--- src/rtl/demultiplexer4x4_buf.sv ---
// Buffered 4-bit 1-to-4 demultiplexer. Each word on the valid/ready input is routed into one of
// four single-entry holding registers, chosen by sel (addressed) or by a round-robin pointer.
module demultiplexer4x4_buf (
  input  logic       clk,
  input  logic       rst,
  input  logic [3:0] din,
  input  logic       in_valid,
  output logic       in_ready,
  input  logic [1:0] sel,
  input  logic       mode,
  input  logic [3:0] ack,
  output logic [3:0] y0,
  output logic [3:0] y1,
  output logic [3:0] y2,
  output logic [3:0] y3,
  output logic [3:0] v,
  output logic [1:0] ptr,
  output logic [7:0] cnt
);

  logic [3:0] ybuf [4];
  logic [1:0] tgt;
  logic       acc;

  // A full target that is being acked this cycle is free again, so it can be refilled without a bubble.
  always_comb begin
    tgt      = mode ? ptr : sel;
    in_ready = ~v[tgt] | ack[tgt];
    acc      = in_valid & in_ready;
  end

  always_ff @(posedge clk or posedge rst) begin
    if (rst) begin
      for (int i = 0; i < 4; i++) begin
        ybuf[i] <= 4'h0;
      end
      v   <= 4'b0000;
      ptr <= 2'd0;
      cnt <= 8'd0;
    end else begin
      // The incoming word takes priority over an ack on the same channel.
      for (int i = 0; i < 4; i++) begin
        if (acc && (tgt == 2'(i))) begin
          ybuf[i] <= din;
          v[i]    <= 1'b1;
        end else if (ack[i]) begin
          v[i] <= 1'b0;
        end
      end
      if (acc) begin
        cnt <= cnt + 8'd1;
        if (mode) begin
          ptr <= ptr + 2'd1;
        end
      end
    end
  end

  assign y0 = ybuf[0];
  assign y1 = ybuf[1];
  assign y2 = ybuf[2];
  assign y3 = ybuf[3];

endmodule
--- config.mk ---
export PLATFORM = sky130hd
export DESIGN_NAME = demultiplexer4x4_buf
export DESIGN_NICKNAME = d
export VERILOG_FILES = /design/src/rtl/demultiplexer4x4_buf.sv
export SDC_FILE = /design/constraint.sdc
export NUM_CORES = 1
export LEC_CHECK = 0
export CORE_MARGIN = 1
export CORE_UTILIZATION = 40
export DETAILED_ROUTE_END_ITERATION = 8
export GPL_ROUTABILITY_DRIVEN = 1
export PLACE_DENSITY = 0.71
export SLEW_MARGIN = 15
export SYNTH_ARGS = -nofsm -noshare
export SYNTH_HDL_FRONTEND = slang
export SYNTH_SLANG_ARGS = --single-unit
--- constraint.sdc ---
create_clock -name clk -period 1.7 [get_ports clk]
set_clock_uncertainty 0.05 [all_clocks]
set_input_delay 0.255 -clock clk [delete_from_list [all_inputs] [get_ports clk]]
set_output_delay 0.255 -clock clk [all_outputs]
set_load 0.005 [all_outputs]
After elaboration in Yosys (flattened, before gate mapping):

Index checks and enable logic that the tools add are counted.

* add/subtract/negate cells: 2
* $mul: 0
* divide/modulo/power cells: 0
* order comparisons: 1
* eq/ne operators: 3
* shift operators: 0
* mux-type cells: 13
* bitwise gates (word level): 3
* reduce and logical (&&, ||, !) cells: 10

Operator list (number)
* two-way mux 1 bit: 10
* adder 8 x 1 -> 8 bit (second input constant): 1
* nonzero test 2 bit: 4
* binary-select mux 1 bit (select 2 bit): 2
* equality test 2 bit (second input constant): 2
* logical AND 1 bit: 4
* < comparator 2 x 3 -> 1 bit (second input constant): 1
* adder 2 x 1 -> 2 bit (second input constant): 1
* equality test 2 x 1 -> 1 bit (second input constant): 1
* logical NOT 2 bit: 1
* two-way mux 2 bit: 1
* AND reduction 2 bit: 1
* bitwise AND 1 bit: 1
* NOT 1 bit: 1
* bitwise OR 1 bit: 1

* register bits after elaboration: 30
* bits in latches: 0
* RAM bits: 0
* bits in read-only memories: 0
* input port bits: 14
* output and inout port bits: 31
* word-level logic and storage cells: 42
* memories kept: 0

Logic depth before layout (Yosys ltp):

* depth after elaboration: 8
* gate-level depth with buffers: 6
* depth with buffers taken out: 6

Least setup slack after synthesis:

No wires, ideal clock.

* path type: reg2reg
* from: register ptr[1]
* to: register cnt[1]
* setup time: 0.125 ns
* arrival time: 1.601 ns
* data required time: 1.525 ns
* setup slack: -0.076 ns
* stages on the path, launching flop included: 6
* path buffers: 0
* period minus slack after synthesis: 1.776 ns
* cell sequence: dfrtp_1 > mux2i_1 > mux2_4 > inv_4 > and2_4 > mux2_4

* cells in the longest elaborated chain, start to end: 6
* elaborated cells on any way between the ends: 8
* classes of those cells: 5 x mux; 3 x bitwise

Ends and longest elaborated chain
* from (decl): RTL line 17 `output logic [1:0] ptr,`
* from (signal assigned): RTL line 53 `ptr <= ptr + 2'd1;`
* two-way mux 2 bit *: RTL line 27 `tgt = mode ? ptr : sel;`
* binary-select mux 1 bit (select 2 bit): RTL line 28 `in_ready = ~v[tgt] | ack[tgt];`
* two-way mux 1 bit (implied by the code): RTL line 28
* NOT 1 bit: RTL line 28
* bitwise OR 1 bit *: RTL line 28
* net in_ready: RTL line 8 `output logic in_ready,`
* bitwise AND 1 bit *: RTL line 29 `acc = in_valid & in_ready;`
* to (signal assigned): RTL line 51 `cnt <= cnt + 8'd1;`
* to (decl): RTL line 18 `output logic [7:0] cnt`

The timed path passes the listed nets; every way through them passes the cells marked *. The select of a mux whose other input is x is not followed.
A chain may end at the register's enable or synchronous reset.

Final worst setup path:

* from: register ptr[0]
* to: register cnt[1]

* cells in the longest elaborated chain, start to end: 6
* elaborated cells on any way between the ends: 8
* classes of those cells: 5 x mux; 3 x bitwise

Ends and longest elaborated chain (RTL line)
* two-way mux 2 bit *: 27
* binary-select mux 1 bit (select 2 bit): 28
* two-way mux 1 bit (implied by the code): 28
* NOT 1 bit: 28
* bitwise OR 1 bit *: 28
* bitwise AND 1 bit *: 29

Every way passes the cells marked *; elsewhere a longest branch is shown, timed or not. The select of a mux whose other input is x is not followed.

==> metrics <==
critical path class=register to register; num rows=20; Syn Nets=107; average footprint of a synthesized cell=14.0 um^2; overall power=3.51 mW; final core utilization=67.5%; ys flop type=dfrtp_1; crit path DAT=1.94 ns; Worst R2R Path Depth=7; placed insts=197; Wirelength per Cell=13.9 um; gr ovfl total=0; fin crit period=1.78 ns; RSZ-0062 raised after global routing=true; DRT iter0 DRCs=19; Die Y=58.7 um; pwr/cell area=1700 nW/um^2; vias in the first global route=1040; GRT Total Usage=19.1%; Final Max Slew Viols=0; Die ar.=3440 um^2; synth cell count leaders=30 x dfrtp_1, 17 x mux2_2, 7 x nand2_1, 6 x xor2_1, 4 x nand2b_1; setup slack after layout=-0.0781 ns; final hold violations=0; top cells by area in the synthesized netlist=dfrtp_1 58%, mux2_2 15%, xor2_1 4.1%, mux2i_1 2.3%, mux2_4 2.3%; Skew-Pair Late Insertion Delay=0.32 ns; CTS tree=done; max-cap viol count=0; num ports=45; RePlAce Congestion=0.807; Core Region=3050 um^2; CTS sink cnt=30; register area share after synthesis=58.4%; Synth Instances=92; worst path required time=1.86 ns; # port buffers=44; Setup-failing EPs final=3; CTS Buf Count=5; Post-Route WL=2860 um; DR vias=977; crit share post-route=105%; via/cell ratio=4.74; post-synth top area share=58.4%; area delta synth->final=60.4%; CP Launch Type=register; Peak Freq=562 MHz; # diodes=0; Post-Syn Area=1280 um^2; CTS H-tree depth=2; element type at the critical path end=register; Post-synth ARST share=100%; number of nets in the layout=176; worst slew pin tran=0.379 ns; worst hold path class=input port to asynchronous set/reset pin; Post-synth EDFFs=0; Pleak=0.946 nW; fin cells=206; Slew HR=74.7%; first-pass GRT wire length=4750 um; CTS Root Cell=clkbuf_4; antenna viol nets, final=0; register bit total from synthesis=30; violated checks=setup timing; Hold-fix buffers, CTS=0; Worst-path clk slew=0.09 ns; Die W=58.7 um; Pre-antenna DRT Iters=4; number of distinct library cells after synthesis=23; dpl hpwl=2130 um; pin count of the biggest net entering global routing=31; VDD IR max=1.01 mV; run status=complete, but fails checks; Worst Path Max Fanout=5; Synth Warn #=0; Clock Tree Buf Depth=2; DRC viols=0; count leader, synth=dfrtp_1; Final Hold Slack=0.242 ns; initial core utilization=42.1%; layout cells sized above 1=33.3%; Synth area leader=dfrtp_1; initial antenna violation count=0
state kept, by name (all words and copies together), names as in the netlist:
name	flops
y0	4
v	4
y3	4
ptr	2
y1	4
cnt	8
y2	4
report_power, final:
group	internal [mW]	total, mW	switching, mW
combinational	1.04	1.51	0.476
clock	0.498	0.743	0.245
sequential	1.04	1.26	0.220
total	2.57	3.51	0.942
cells in the final DEF (no fill, tap or decap), drive strengths merged, types with 3 or more instances in the layout:
cell type / netlist / routed
dfrtp: 30 / 30
and3: 3 / 3
nand2: 7 / 7
xnor2: 3 / 3
clkdlybuf4s50: 0 / 41
xor2: 6 / 6
nand2b: 4 / 4
mux2: 19 / 19
mux2i: 4 / 4
clkbuf: 1 / 6
buf: 0 / 20
worst max-delay path: stages (launching register included):
cell and delay (ns):
dfrtp_1 0.42, mux2i_4 0.19, mux2i_1 0.10, mux2_4 0.29, inv_4 0.06, buf_4 0.12, and2_4 0.15, mux2_4 0.29
path summary, 6_finish.rpt:
kind | startpoint | end | slack (ns)
max | ptr[0] | cnt[1] | -0.08
min | rst | v[2] | 0.24
max reg2reg | ptr[0] | cnt[1] | -0.08
min reg2reg | cnt[7] | cnt[7] | 0.43
max in group asynchronous | rst | v[3] | 1.08
min in group clk | cnt[7] | cnt[7] | 0.43
per-layer routing:
layer / vias up / share of wire (%) / GRT usage (%)
met5: - / 0 / 0
met4: 0 / 1.3 / 7.82
met3: 6 / 7.7 / 7.69
met2: 35 / 50 / 30.9
met1: 475 / 41 / 22.7
li1: 461 / - / -
per-stage QoR:
stage	instance area [um^2]	setup TNS, ns	setup WS (ns)
after floorplan	1290	-0.00928	-0.00928
after global placement	1920	-12.16	-0.705
after detailed placement	1920	-12.83	-0.715
final	2060	-0.195	-0.0781
after global routing	2060	-0.525	-0.163
after CTS	2030	-0.271	-0.112
cells by family after synthesis:
group                    Yosys count  synth area share, %
XOR/XNOR                           9                 6.13
adder cells (fa/ha/maj)            1                0.974
buffers and inverters              3                 1.07
flip-flops                        30                 58.4
multiplexers                      23                 21.3
AND/OR/NAND/NOR                   26                 12.1
what timing repair did:
| action | CTS | global route |
|---|---|---|
| gates resized for setup | 7 | 5 |
| hold endpoints to repair | 0 | 0 |
| setup endpoints to repair | 27 | 8 |
| buffers inserted | 0 | 1 |
| pin swaps | 1 | 2 |
area by class of cell:
class                           instances  area, um^2
Clock buffer                            6        51.3
Clock inverter                          2        60.1
Fill cell                             257         992
Inverter                                2        10.0
Multi-Input combinational cell         59         544
Sequential cell                        30         751
Tap cell                               44        55.1
Timing Repair Buffer                   63         589
Note: power is estimated with default switching activity, not from simulation.
